===== config.mk =====
export PLATFORM = sky130hd
export DESIGN_NAME = box_drawer
export DESIGN_NICKNAME = d
export VERILOG_FILES = /design/src/rtl/box_pkg.sv /design/src/rtl/box_pixel_counter.sv /design/src/rtl/box_drawer.sv
export SDC_FILE = /design/constraint.sdc
export NUM_CORES = 1
export LEC_CHECK = 0
export ABC_AREA = 1
export ABC_CLOCK_PERIOD_IN_PS = 2510
export BUFFER_PORTS_ARGS = -buffer_cell sky130_fd_sc_hd__buf_4
export CAP_MARGIN = 20
export CORE_MARGIN = 3
export CORE_UTILIZATION = 55
export CTS_BUF_LIST = sky130_fd_sc_hd__clkbuf_16
export DETAILED_ROUTE_END_ITERATION = 7
export PLACE_DENSITY = 0.77
export RECOVER_POWER = 25
export SYNTH_ARGS = -nofsm -noshare
export SYNTH_HDL_FRONTEND = slang
export SYNTH_SLANG_ARGS = --single-unit

===== constraint.sdc =====
create_clock -name clock -period 2.51 [get_ports clock]
set_input_delay 0 -clock clock [delete_from_list [all_inputs] [get_ports clock]]
set_output_delay 0 -clock clock [all_outputs]
set_load 0.005 [all_outputs]

===== src/rtl/box_pkg.sv =====
// ---------------------------------------------------------------------------
// box_pkg
// Shared definitions for the box drawer: FSM state encoding, box geometry,
// screen height and default colours.
// ---------------------------------------------------------------------------
package box_pkg;

    typedef enum logic [1:0] {
        ST_IDLE   = 2'd0,
        ST_ERASE  = 2'd1,
        ST_DRAW   = 2'd2,
        ST_FINISH = 2'd3
    } box_state_e;

    localparam int BOX_SIZE = 4;
    localparam int SCREEN_H = 120;

    localparam logic [2:0] DEF_FALL_COLOUR = 3'b110;
    localparam logic [2:0] DEF_FLY_COLOUR  = 3'b011;
    localparam logic [2:0] DEF_BG_COLOUR   = 3'b000;

    // True when base + dy lands on a visible row. The sum is taken one bit
    // wider than the row port so a wrap past 127 also reads as off-screen.
    function automatic logic row_visible(input logic [6:0] base, input logic [1:0] dy);
        logic [7:0] full_row;
        full_row = {1'b0, base} + {6'b0, dy};
        return full_row < 8'(SCREEN_H);
    endfunction

endpackage


===== src/rtl/box_pixel_counter.sv =====
// ---------------------------------------------------------------------------
// box_pixel_counter
// 4-bit pixel index for one 4x4 box pass. clear has priority over enable.
// Ports:
//   clock, resetn  - clock and async active-low reset
//   clear          - synchronous return to 0
//   enable         - advance by one (wraps 15 -> 0)
//   count          - current pixel index, dx = count[1:0], dy = count[3:2]
//   last           - high while count is 15
// ---------------------------------------------------------------------------
module box_pixel_counter (
    input  logic       clock,
    input  logic       resetn,
    input  logic       clear,
    input  logic       enable,
    output logic [3:0] count,
    output logic       last
);

    always_ff @(posedge clock or negedge resetn) begin
        if (!resetn) begin
            count <= 4'd0;
        end else if (clear) begin
            count <= 4'd0;
        end else if (enable) begin
            count <= count + 4'd1;
        end
    end

    assign last = (count == 4'd15);

endmodule


===== src/rtl/box_drawer.sv =====
// ---------------------------------------------------------------------------
// box_drawer
// Redraws a 4x4 box at a fixed column once per frame_tick: erases the box at
// its previous row (background colour), draws it at the newly latched row,
// then pulses done. Ticks arriving while busy are dropped.
//
// Optional build macro BOX_DRAWER_CLIP_EN: pixels whose row lands past the
// bottom of the screen (row > 119, including wraps past 127) are emitted with
// plot = 0; the counter still advances so redraw timing is unchanged.
// Without it every pixel is plotted and rows wrap modulo 128.
//
// Ports:
//   clock, resetn        - clock and async active-low reset
//   frame_tick           - one-cycle redraw request
//   y_coordinate, flying - box row / flying flag, latched on an accepted tick
//   vga_x, vga_y         - pixel position to the VGA adapter
//   vga_colour           - pixel colour to the VGA adapter
//   plot                 - VGA write enable
//   busy                 - high whenever the FSM is not IDLE
//   done                 - one-cycle pulse at the end of a redraw
//
// state  | meaning
// IDLE   | waiting for frame_tick; outputs hold, plot/done low
// ERASE  | 16 cycles painting the old box position in BG_COLOUR
// DRAW   | 16 cycles painting the new box position
// FINISH | one cycle: done high, remember new row as the previous row
// ---------------------------------------------------------------------------
module box_drawer
    import box_pkg::*;
#(
    parameter logic [7:0] BOX_X       = 8'd20,
    parameter logic [2:0] FALL_COLOUR = DEF_FALL_COLOUR,
    parameter logic [2:0] FLY_COLOUR  = DEF_FLY_COLOUR,
    parameter logic [2:0] BG_COLOUR   = DEF_BG_COLOUR
) (
    input  logic       clock,
    input  logic       resetn,
    input  logic       frame_tick,
    input  logic [6:0] y_coordinate,
    input  logic       flying,
    output logic [7:0] vga_x,
    output logic [6:0] vga_y,
    output logic [2:0] vga_colour,
    output logic       plot,
    output logic       busy,
    output logic       done
);

    box_state_e state;
    logic [6:0] new_y;
    logic       new_fly;
    logic [6:0] prev_y;
    logic       have_prev;

    logic [3:0] cnt;
    logic       cnt_last;
    logic       cnt_clear;
    logic       cnt_en;
    logic [1:0] dx;
    logic [1:0] dy;
    logic [6:0] row_base;
    logic [7:0] pix_x;
    logic [6:0] pix_y;
    logic       pix_plot;

    // Counter restarts on an accepted tick and again between erase and draw.
    assign cnt_clear = ((state == ST_IDLE) && frame_tick) ||
                       ((state == ST_ERASE) && cnt_last);
    assign cnt_en    = (state == ST_ERASE) || (state == ST_DRAW);

    box_pixel_counter u_counter (
        .clock  (clock),
        .resetn (resetn),
        .clear  (cnt_clear),
        .enable (cnt_en),
        .count  (cnt),
        .last   (cnt_last)
    );

    assign dx       = cnt[1:0];
    assign dy       = cnt[3:2];
    assign row_base = (state == ST_ERASE) ? prev_y : new_y;
    assign pix_x    = BOX_X + {6'b0, dx};
    assign pix_y    = row_base + {5'b0, dy};

`ifdef BOX_DRAWER_CLIP_EN
    assign pix_plot = row_visible(row_base, dy);
`else
    assign pix_plot = 1'b1;
`endif

    assign busy = (state != ST_IDLE);

    always_ff @(posedge clock or negedge resetn) begin
        if (!resetn) begin
            state      <= ST_IDLE;
            new_y      <= 7'd0;
            new_fly    <= 1'b0;
            prev_y     <= 7'd0;
            have_prev  <= 1'b0;
            vga_x      <= 8'd0;
            vga_y      <= 7'd0;
            vga_colour <= 3'd0;
            plot       <= 1'b0;
            done       <= 1'b0;
        end else begin
            done <= 1'b0;
            case (state)
                ST_IDLE: begin
                    plot <= 1'b0;
                    if (frame_tick) begin
                        new_y   <= y_coordinate;
                        new_fly <= flying;
                        state   <= have_prev ? ST_ERASE : ST_DRAW;
                    end
                end
                ST_ERASE: begin
                    vga_x      <= pix_x;
                    vga_y      <= pix_y;
                    vga_colour <= BG_COLOUR;
                    plot       <= pix_plot;
                    if (cnt_last) begin
                        state <= ST_DRAW;
                    end
                end
                ST_DRAW: begin
                    vga_x      <= pix_x;
                    vga_y      <= pix_y;
                    vga_colour <= new_fly ? FLY_COLOUR : FALL_COLOUR;
                    plot       <= pix_plot;
                    if (cnt_last) begin
                        state <= ST_FINISH;
                    end
                end
                ST_FINISH: begin
                    plot      <= 1'b0;
                    done      <= 1'b1;
                    prev_y    <= new_y;
                    have_prev <= 1'b1;
                    state     <= ST_IDLE;
                end
                default: begin
                    plot  <= 1'b0;
                    state <= ST_IDLE;
                end
            endcase
        end
    end

endmodule


==> qor.yml <==
logic_synthesis:
  synth_edf_count: 0
  synth_cell_types: 28
  synth_top_area_share_pct: 51.25
  ys_seq_area_share_pct: 51.25
  ys.flop_type: "dfrtp_1"
  yosysMostFrequentCell: "nand2_1"
  ys_seq_elements: 37
  ys_warn_count: 0
  synth_top_area_cell: "dfrtp_1"
  synth_common_cells: "57 x nand2_1, 37 x dfrtp_1, 19 x inv_1"
  syn_area_um2: 1807
  avgSynthCellArea_um2: 9.125
  synth_area_leaders: "dfrtp_1 51%, nand2_1 12%, ha_1 5.5%, o21ai_0 4.4%, inv_1 3.9%"
  synth-async-reset-ratio_pct: 100.0
  syn-instance-count: 198
cts:
  cts_resized: 0
  cts_hold_buf: 9
  cts_buffers: 5
  cts-root-buf: "clkbuf_16"
  clkLatencyLatePin_ns: 0.28
  path_clk_slew_ns: 0.05
  cts_sinks: 37
  clockBufferDepth: 2
  h-tree-depth: 2
  postCtsSetupBuffers: 0
  cts_tree: "built"
sta:
  rsz0062_at_grt: "false"
  hold_viol_final: 0
  skew_ns: 0.004017
  setup_viol: 0
  period_minus_slack_ns: 2.190
  slew_violations: 38
  setup_tns_ns: 0
  worst_slack_ns: 0.3202
  max_freq_mhz: 456.7
  slew_headroom_pct: -29.50
  whs_ns: 0.1853
  worst_pin_slew_ns: 1.943
  period_share_pct: 87.24
global_route:
  grt_pass1_wl_um: 6320
  grt_overflow: 0
  grt_start_max_net_pins: 38
  track_usage_pct: 21.08
  grt_pass1_vias: 1401
  antenna_found_initial: 0
routing:
  via_count: 1363
  ant_nets: 0
  drt_pre_antenna_iters: 4
  first_iter_violations: 43
  vias_per_cell: 4.868
  wl_um: 3564
  drt-wirelength-per-cell_um: 12.73
  drc: 0
finish:
  num-fill-cells: 241
  area_growth_syn_to_layout_pct: 25.28
  multi_input_area_um2: 733.2
  seq_area_um2: 925.9
  drive_above_1_share_pct: 22.46
  postLayoutCellArea_um2: 2263
  diodes: 0
  final_cell_count_no_fill: 280
  layout.nets: 255
critical_path:
  cpPeakStageDelay_ns: 0.41
  worst-path-buf-inv: 3
  cp_max_fo: 10
  worstReg2RegStart: "state[1]"
  worstPathRequired_ns: 2.68
  worstPathArrival_ns: 2.36
  startpoint_type: "register"
  path_class: "register to register"
  critical_path.cell_chain: "inv_1, ha_1, inv_8, o21ai_0, ha_1, inv_1, nand2_1, nand2_1, nor2_1, nand3_1, nand3_1, nand2_1"
  cp_slowest_cell: "dfrtp_1"
  reg2reg_to: "vga_y[5]"
  path_delay_family: "adder cells"
  setup.worst_path.end_class: "register"
  r2r_slack_ns: 0.32
  r2r_cells: 12
  crit_path_frequent_cell: "nand2_1"
floorplan:
  die_area_um2: 4009
  io_pins: 32
  die_w_um: 63.32
  initial_core_util_pct: 58.23
  die_h_um: 63.32
  placementRows: 20
  core_um2: 3103
min_path:
  hold_class: "input pin to register"
  hold_start: "frame_tick"
  holdPathStages: 4
  hold_path_end: "state[1]"
placed_design:
  io_buffers: 27
  gp_congestion: 0.8086
  hpwl_um: 2478
  dp_cells: 263
  placed_area_um2: 2011
  place_ws_ns: 0.3515
power_and_ir_drop:
  leakagePower_nw: 1.136
  max-vdd-ir-drop_v: 0.0008106
  power_density_nw_per_um2: 1367
outcome:
  run_status: "complete, but fails checks"
  violations: "max-capacitance violations, max-slew violations"
flow_run:
  drv_cap: 1
==> per-stage QoR <==
step / utilization, % / power, mW
2_1_floorplan: - / 1.985
3_3_place_gp: 64.80 / 2.294
3_5_place_dp: 64.80 / 2.390
4_1_cts: 73.06 / 3.126
5_1_grt: 72.94 / 3.392
6_report: 72.94 / 3.095
==> layout make-up <==
class                   count  share of cell area, %
inverters                  21                  3.814
flip-flops and latches     37                  40.91
well taps                  44                  2.432
multi-input cells         133                  32.39
repair buffers             37                  13.10
clock buffers               5                  5.528
clock inverters             3                  1.824
==> kinds of logic after synthesis <==
logic type | Yosys count | synth area share, %
multiplexers | 6 | 3.739
XOR/XNOR | 1 | 0.4849
flip-flops | 37 | 51.25
AO/OA/AOI/OAI | 28 | 8.103
AND/OR/NAND/NOR | 85 | 20.78
adder cells (fa/ha/maj) | 9 | 6.648
other | 1 | 0.2076
buffers and inverters | 31 | 8.794
==> registers in the layout, indices dropped and copies added (netlist names) <==
name             cells
new_y                7
done                 1
u_counter.count      4
state                2
vga_colour           3
new_fly              1
vga_x                3
have_prev            1
vga_y                7
prev_y               7
plot                 1
==> cell usage in the layout, fill, tap and decap left out <==
cell type	count
clkinv_1	1
nand2_4	2
dlygate4sd3_1	9
o211ai_1	1
o21ai_0	16
nor2_4	1
buf_4	27
clkbuf_16	5
nand4_1	1
mux2_2	6
nand3_2	1
o21ai_1	4
clkinvlp_4	1
bufinv_16	1
xor2_1	1
inv_1	19
nor3_1	1
inv_2	1
a21oi_1	6
conb_1	4
nor2_1	9
clkbuf_1	1
ha_1	8
nand2_2	3
a21oi_2	1
inv_8	1
nand2_1	57
fa_1	1
dfrtp_1	37
or2_2	3
nand3_1	7
==> worst max-delay path by stage <==
stage,start,to,slack [ns],cells past startpoint
floorplan,state[1],vga_y[6],0.53,14
global placement,state[1],vga_y[6],0.46,13
detailed placement,state[1],vga_y[6],0.35,13
CTS,state[1],vga_y[6],0.33,13
global route,state[1],vga_y[5],0.09,12
finish,state[1],vga_y[5],0.32,12
==> power breakdown <==
| part | switching, mW | total [mW] | internal [mW] |
|---|---|---|---|
| Clock | 0.237 | 0.701 | 0.464 |
| Combinational | 0.807 | 1.36 | 0.551 |
| Sequential | 0.161 | 1.04 | 0.875 |
| Total | 1.20 | 3.09 | 1.89 |
==> worst min-delay path, cell delays in order <==
cell     delay [ns]
buf_4          0.08
nor2_1         0.05
a21oi_2        0.18
o21ai_1        0.10
==> per-layer routing <==
metal	wire length (um)	vias to the layer above	GRT usage [%]
met2	1770	28	34.52
li1	-	688	-
met3	162	8	7.308
met1	1536	639	24.56
met5	0	-	0
met4	95	0	10.51
(Power assumes the default switching activity.)
